[src/rtl/uart_pkg.sv]
// uart_stream: shared FSM types and baud arithmetic
// for the serial front end of the picture-transfer path.
package uart_pkg;

  typedef enum logic [1:0] {
    RX_IDLE,
    RX_START,
    RX_DATA,
    RX_STOP
  } rx_state_t;

  typedef enum logic [1:0] {
    TX_IDLE,
    TX_START,
    TX_DATA,
    TX_STOP
  } tx_state_t;

  localparam int MIN_CLKS_PER_BIT = 4;

  function automatic int clks_per_bit(
    input int clk_hz,
    input int baud
  );
    return clk_hz / baud;
  endfunction

endpackage

[src/rtl/uart_stream_if.sv]
// uart_stream: byte-stream handshake between the UART
// front end and the transfer controller.
interface uart_stream_if;

  logic [7:0] data_stream_rx;
  logic       data_stream_rx_stb;
  logic       rx_frame_err;
  logic [7:0] data_stream_tx;
  logic       data_stream_tx_stb;
  logic       data_stream_tx_ack;

  modport master (
    input  data_stream_rx,
    input  data_stream_rx_stb,
    input  rx_frame_err,
    output data_stream_tx,
    output data_stream_tx_stb,
    input  data_stream_tx_ack
  );

  modport slave (
    output data_stream_rx,
    output data_stream_rx_stb,
    output rx_frame_err,
    input  data_stream_tx,
    input  data_stream_tx_stb,
    output data_stream_tx_ack
  );

endinterface

[src/rtl/uart_rx.sv]
// uart_rx: 8N1 receiver with input synchronizer,
// mid-bit sampling and stop-bit framing check.
module uart_rx
  import uart_pkg::*;
#(
  parameter int CLKS_PER_BIT = 868
) (
  input  logic       clk,
  input  logic       reset,
  input  logic       uart_rxd,
  output logic [7:0] data,
  output logic       stb,
  output logic       frame_err
);

  localparam int CW = $clog2(CLKS_PER_BIT);
  localparam logic [CW-1:0] HALF =
    CW'(CLKS_PER_BIT / 2 - 1);
  localparam logic [CW-1:0] FULL =
    CW'(CLKS_PER_BIT - 1);
  localparam logic [CW-1:0] ONE = CW'(1);

  logic [1:0]    sync;
  logic          rxd;
  logic          rxd_q;
  logic          fall;
  logic          expire;
  rx_state_t     state;
  logic [CW-1:0] cnt;
  logic [2:0]    bit_idx;
  logic [7:0]    shreg;

  assign rxd    = sync[1];
  assign fall   = rxd_q & ~rxd;
  assign expire = (cnt == '0);

  // Line idles high, so reset to 1 avoids a false start edge.
  always_ff @(posedge clk or posedge reset) begin
    if (reset) begin
      sync  <= 2'b11;
      rxd_q <= 1'b1;
    end else begin
      sync  <= {sync[0], uart_rxd};
      rxd_q <= rxd;
    end
  end

  always_ff @(posedge clk or posedge reset) begin
    if (reset) begin
      state     <= RX_IDLE;
      cnt       <= '0;
      bit_idx   <= '0;
      shreg     <= '0;
      data      <= '0;
      stb       <= 1'b0;
      frame_err <= 1'b0;
    end else begin
      stb       <= 1'b0;
      frame_err <= 1'b0;
      if (state != RX_IDLE && !expire)
        cnt <= cnt - ONE;
      unique case (state)
        RX_IDLE: begin
          if (fall) begin
            state <= RX_START;
            cnt   <= HALF;
          end
        end
        RX_START: begin
          if (expire) begin
            if (rxd) begin
              state <= RX_IDLE;
            end else begin
              state   <= RX_DATA;
              cnt     <= FULL;
              bit_idx <= '0;
            end
          end
        end
        RX_DATA: begin
          if (expire) begin
            shreg   <= {rxd, shreg[7:1]};
            cnt     <= FULL;
            bit_idx <= bit_idx + 3'd1;
            if (bit_idx == 3'd7)
              state <= RX_STOP;
          end
        end
        RX_STOP: begin
          if (expire) begin
            state <= RX_IDLE;
            if (rxd) begin
              data <= shreg;
              stb  <= 1'b1;
            end else begin
              frame_err <= 1'b1;
            end
          end
        end
        default: state <= RX_IDLE;
      endcase
    end
  end

endmodule

[src/rtl/uart_stream.sv]
// uart_stream: UART line <-> byte stream bridge,
// 8N1 at a fixed baud rate, full duplex.
module uart_stream
  import uart_pkg::*;
#(
  parameter int CLK_FREQ_HZ = 100_000_000,
  parameter int BAUD        = 115200
) (
  input  logic          clk,
  input  logic          reset,
  input  logic          uart_rxd,
  output logic          uart_txd,
  uart_stream_if.slave  bus
);

  localparam int CLKS_PER_BIT =
    clks_per_bit(CLK_FREQ_HZ, BAUD);
  localparam int CW = $clog2(CLKS_PER_BIT);
  localparam logic [CW-1:0] FULL =
    CW'(CLKS_PER_BIT - 1);
  localparam logic [CW-1:0] ONE = CW'(1);

  if (CLKS_PER_BIT < MIN_CLKS_PER_BIT) begin : g_bad_baud
    $error("uart_stream: CLKS_PER_BIT below 4");
  end

  uart_rx #(
    .CLKS_PER_BIT(CLKS_PER_BIT)
  ) u_rx (
    .clk       (clk),
    .reset     (reset),
    .uart_rxd  (uart_rxd),
    .data      (bus.data_stream_rx),
    .stb       (bus.data_stream_rx_stb),
    .frame_err (bus.rx_frame_err)
  );

  tx_state_t     tx_state;
  logic [CW-1:0] tx_cnt;
  logic [2:0]    tx_bit;
  logic [7:0]    tx_shreg;
  logic          tx_expire;

  assign tx_expire = (tx_cnt == '0);

  // Leaving IDLE on the latch edge makes a held stb
  // impossible to ack twice.
  always_ff @(posedge clk or posedge reset) begin
    if (reset) begin
      tx_state               <= TX_IDLE;
      tx_cnt                 <= '0;
      tx_bit                 <= '0;
      tx_shreg               <= '0;
      uart_txd               <= 1'b1;
      bus.data_stream_tx_ack <= 1'b0;
    end else begin
      bus.data_stream_tx_ack <= 1'b0;
      if (tx_state != TX_IDLE && !tx_expire)
        tx_cnt <= tx_cnt - ONE;
      unique case (tx_state)
        TX_IDLE: begin
          uart_txd <= 1'b1;
          if (bus.data_stream_tx_stb) begin
            tx_shreg               <= bus.data_stream_tx;
            bus.data_stream_tx_ack <= 1'b1;
            uart_txd               <= 1'b0;
            tx_cnt                 <= FULL;
            tx_state               <= TX_START;
          end
        end
        TX_START: begin
          if (tx_expire) begin
            uart_txd <= tx_shreg[0];
            tx_shreg <= {1'b0, tx_shreg[7:1]};
            tx_bit   <= '0;
            tx_cnt   <= FULL;
            tx_state <= TX_DATA;
          end
        end
        TX_DATA: begin
          if (tx_expire) begin
            tx_cnt <= FULL;
            if (tx_bit == 3'd7) begin
              uart_txd <= 1'b1;
              tx_state <= TX_STOP;
            end else begin
              uart_txd <= tx_shreg[0];
              tx_shreg <= {1'b0, tx_shreg[7:1]};
              tx_bit   <= tx_bit + 3'd1;
            end
          end
        end
        TX_STOP: begin
          if (tx_expire)
            tx_state <= TX_IDLE;
        end
        default: tx_state <= TX_IDLE;
      endcase
    end
  end

endmodule

[src/flat_wrapper.sv]
// flat-port wrapper written by rule: the top's interface ports become plain ports
module uart_stream_flat import uart_pkg::*;
#(
  parameter int CLK_FREQ_HZ = 100_000_000,
  parameter int BAUD        = 115200
)
  (clk, reset, uart_rxd, uart_txd, bus_data_stream_rx, bus_data_stream_rx_stb, bus_rx_frame_err, bus_data_stream_tx, bus_data_stream_tx_stb, bus_data_stream_tx_ack);
  uart_stream_if bus_i ();
  input  logic clk;
  input  logic reset;
  input  logic uart_rxd;
  output logic uart_txd;
  output wire logic [$bits(bus_i.data_stream_rx)-1:0] bus_data_stream_rx;
  output wire logic [$bits(bus_i.data_stream_rx_stb)-1:0] bus_data_stream_rx_stb;
  output wire logic [$bits(bus_i.rx_frame_err)-1:0] bus_rx_frame_err;
  input wire logic [$bits(bus_i.data_stream_tx)-1:0] bus_data_stream_tx;
  input wire logic [$bits(bus_i.data_stream_tx_stb)-1:0] bus_data_stream_tx_stb;
  output wire logic [$bits(bus_i.data_stream_tx_ack)-1:0] bus_data_stream_tx_ack;
  assign bus_data_stream_rx = bus_i.data_stream_rx;
  assign bus_data_stream_rx_stb = bus_i.data_stream_rx_stb;
  assign bus_rx_frame_err = bus_i.rx_frame_err;
  assign bus_i.data_stream_tx = bus_data_stream_tx;
  assign bus_i.data_stream_tx_stb = bus_data_stream_tx_stb;
  assign bus_data_stream_tx_ack = bus_i.data_stream_tx_ack;
  uart_stream #(.CLK_FREQ_HZ(CLK_FREQ_HZ), .BAUD(BAUD)) u_core (.clk(clk), .reset(reset), .uart_rxd(uart_rxd), .uart_txd(uart_txd), .bus(bus_i));
endmodule
[config.mk]
export PLATFORM = sky130hd
export DESIGN_NAME = uart_stream_flat
export DESIGN_NICKNAME = d
export VERILOG_FILES = /design/src/rtl/uart_pkg.sv /design/src/rtl/uart_stream_if.sv /design/src/rtl/uart_rx.sv /design/src/rtl/uart_stream.sv /design/src/flat_wrapper.sv
export SDC_FILE = /design/constraint.sdc
export NUM_CORES = 1
export LEC_CHECK = 0
export ABC_AREA = 1
export BUFFER_PORTS_ARGS = -buffer_cell sky130_fd_sc_hd__buf_2
export CORE_MARGIN = 5
export CORE_UTILIZATION = 36
export CTS_BUF_LIST = sky130_fd_sc_hd__clkbuf_16
export DETAILED_ROUTE_END_ITERATION = 8
export PLACE_DENSITY = 0.53
export SLEW_MARGIN = 10
export SYNTH_ARGS = -nofsm -noshare
export SYNTH_HDL_FRONTEND = slang
export SYNTH_HIERARCHICAL = 1
export SYNTH_SLANG_ARGS = --single-unit
export TNS_END_PERCENT = 100
[constraint.sdc]
create_clock -name clk -period 1.75 [get_ports clk]
set_clock_uncertainty 0.05 [all_clocks]
set_input_delay 0.0875 -clock clk [delete_from_list [all_inputs] [get_ports clk]]
set_output_delay 0.0875 -clock clk [all_outputs]
set_load 0.01 [all_outputs]
==> impl_metrics.json <==
{
  "fp.coreArea_mm2": 0.00911,
  "drt-pass1-iter-count": 4,
  "netlist_area_mm2": 0.00331,
  "crit_path_max_incr_delay_ps": 400,
  "reg2reg_depth": 10,
  "finalSetupTns_ps": 0,
  "hold-worst-slack_ps": 11.2,
  "io_pins": 24,
  "grt_pass1_wl_um": 11400,
  "layout-drive-gt1-share_pct": 31.5,
  "overflow": 0,
  "dominantRegCellSynth": "dfrtp_1",
  "clk_pin_slew_ps": 60,
  "gp_congestion": 0.822,
  "rrSetupSlack_ps": 60,
  "rsz0062_at_grt": "yes",
  "fin_nets": 466,
  "synthesis.nets": 408,
  "critPathKind": "flop to flop",
  "hold_path_class": "input port to flop",
  "syn2layout_area_growth_pct": 25.2,
  "worstMarginPinSlew_ps": 458,
  "start_kind": "flop",
  "die_area_mm2": 0.0112,
  "ir_drop_uv": 678,
  "setup_viol": 0,
  "ys_types": 33,
  "synth_common_cells": "nand2_1, dfrtp_1, inv_1, nor2_1, o21ai_2",
  "die_h_um": 106,
  "drtIter0Drc": 84,
  "rows": 35,
  "cts_root_buf": "clkbuf_16",
  "fin_crit_sh_pct": 96.7,
  "synth_edf_count": 0,
  "ctsLongestPathBuffers": 2,
  "p_per_area_mw_per_mm2": 1750,
  "stdcell_count": 559,
  "reg2reg_to": "u_core/u_rx/data[2]$_DFFE_PP0P_",
  "finalHoldViolations": 0,
  "dieWidth_um": 106,
  "dpl.hpwl_um": 4520,
  "arrival_ps": 1850,
  "start_util_pct": 36.3,
  "async_flop_share_pct": 100,
  "end_kind": "flop",
  "synth-seq-area-share_pct": 46.3,
  "final_antenna_net_count": 0,
  "globalRouteTotalUtil_pct": 12.6,
  "max_freq_ghz": 0.591,
  "wirelength_um": 6880,
  "antenna_cells": 0,
  "outcome": "finished clean",
  "crit_slowest_cell": "dfrtp_1",
  "critPathCapture": "u_core/u_rx/data[2]$_DFFE_PP0P_",
  "leakagePower_nw": 2.08,
  "wl_per_cell_um": 12.3,
  "clk_latency_ps": 330,
  "slew_headroom_pct": 69.5,
  "drc_errors": 0,
  "synth_seq_cells": 61,
  "r2r-start": "u_core/u_rx/cnt[1]$_DFF_PP0_",
  "cts_tree": "done",
  "crit_fanout": 8,
  "period_minus_slack_ps": 1690,
  "syn_inst": 385,
  "numCtsBuffers": 9,
  "critPathMostFrequentCell": "nand3_4",
  "synth_top_area_share_pct": 43.1,
  "clock_sinks": 61,
  "grt_start_max_net_pins": 37,
  "slew_viol_final": 0,
  "placedCellCount": 525,
  "cp_cell_sequence": "inv_2, ha_4, inv_4, nor2_4, nand3_4, nor2_8, buf_6, nand3_4, nand2_1, o21ai_2",
  "synth_area_leaders": "dfrtp_1, nand2_1, o21ai_2, inv_1, ha_1",
  "cts.htree.levels": 3,
  "final_util_pct": 45.5,
  "io_buffer_count": 23,
  "synth.most_common_cell": "nand2_1",
  "crit_start": "u_core/u_rx/cnt[1]$_DFF_PP0_",
  "vias": 2611,
  "antenna_found_initial": 0,
  "cp.required_ps": 1910,
  "yosysWarnings": 6,
  "grt_pass1_vias": 2540,
  "synth_area_leader_cell": "dfrtp_1",
  "routed_via_density": 4.67,
  "avgSynthCellArea_um2": 8.60,
  "maxCapViolCount": 0
}
==> cell families after synthesis <==
kind of cell / share of synthesized area (%)
adder cells (fa/ha/maj): 4.16
AND/OR/NAND/NOR: 27.4
flip-flops: 46.3
AO/OA/AOI/OAI: 10.7
multiplexers: 2.12
buffers and inverters: 7.18
XOR/XNOR: 2.12
==> worst min-delay path by stage <==
stage | to | cells past startpoint | from
finish | u_core/tx_shreg[6]$_DFFE_PP0P_ | 3 | bus_data_stream_tx[6]
global route | u_core/tx_shreg[4]$_DFFE_PP0P_ | 3 | bus_data_stream_tx[4]
CTS | u_core/tx_shreg[6]$_DFFE_PP0P_ | 3 | bus_data_stream_tx[6]
detailed placement | u_core/tx_shreg[4]$_DFFE_PP0P_ | 3 | reset
global placement | u_core/tx_shreg[4]$_DFFE_PP0P_ | 3 | reset
floorplan | u_core/u_rx/sync[0]$_DFF_PP1_ | 0 | uart_rxd
==> timing repair <==
item / CTS / global route
endpoints found under the hold margin: 63 / 0
hold buffers: 6 / 0
pin swaps: 0 / 13
endpoints found under the setup margin: 8 / 45
buffers inserted: 0 / 9
cloned: 0 / 3
gates resized for setup: 1 / 37
==> critical path: cells and delay by family (launching register included) <==
family / cells / cell delay [ps]
and+or+nand+nor: 5 / 680
DFF: 1 / 400
buffers and inverters: 3 / 260
adders and majority gates: 1 / 130
AOI/OAI and AO/OA: 1 / 50
==> metrics by stage <==
step	instance area (um^2)	total power, mW	worst slack, ps
after floorplan	3310	4.53	94.2
after global placement	3600	5.15	31.8
after detailed placement	3600	5.21	-1.13
after CTS	3940	6.89	5.60
after global routing	4140	7.89	-37.4
final	4140	7.27	58.4
==> where the power goes <==
group / switching [mW] / total (mW) / internal [mW]
Sequential: 0.380 / 2.22 / 1.84
Clock: 0.664 / 1.63 / 0.961
Combinational: 2.04 / 3.42 / 1.38
Total: 3.09 / 7.27 / 4.18
==> routing by layer <==
metal | up-vias | GRT usage, % | routed length [um]
met4 | 0 | 6.11 | 131
met2 | 22 | 20.2 | 3320
li1 | 1341 | - | -
met5 | - | 0 | 0
met3 | 12 | 2.57 | 140
met1 | 1236 | 16.3 | 3290
==> registers in the layout, indices dropped and copies added (netlist names), 2 cells and up, named ones only <==
name	cells
u_core/tx_cnt	10
u_core/u_rx/cnt	10
u_core/tx_shreg	8
u_core/u_rx/data	8
u_core/u_rx/shreg	8
u_core/tx_bit	3
u_core/u_rx/bit_idx	3
u_core/tx_state	2
u_core/u_rx/sync	2
==> cell usage in the layout (no fill, tap or decap), types with 2 or more instances in the layout <==
master / count
buf_2: 23
buf_4: 20
clkbuf_16: 9
clkinv_2: 2
clkinv_4: 2
dfrtp_1: 57
dfstp_2: 4
dlygate4sd3_1: 6
ha_1: 9
ha_4: 2
inv_1: 40
inv_2: 7
inv_6: 2
mux2i_1: 7
nand2_1: 99
nand2_2: 20
nand3_1: 20
nand3_2: 2
nand3_4: 4
nand4_1: 4
nor2_1: 33
nor2_2: 4
nor2_4: 8
o211ai_1: 5
o21ai_0: 9
o21ai_2: 27
xor2_1: 8
==> layout make-up <==
| class | instances | area, um^2 |
|---|---|---|
| clock buffers | 9 | 225 |
| well taps | 111 | 139 |
| fillers | 888 | 4960 |
| clock inverters | 7 | 48.8 |
| flip-flops and latches | 61 | 1530 |
| repair buffers | 50 | 337 |
| inverters | 48 | 183 |
| multi-input cells | 273 | 1680 |
(Power assumes the default switching activity.)
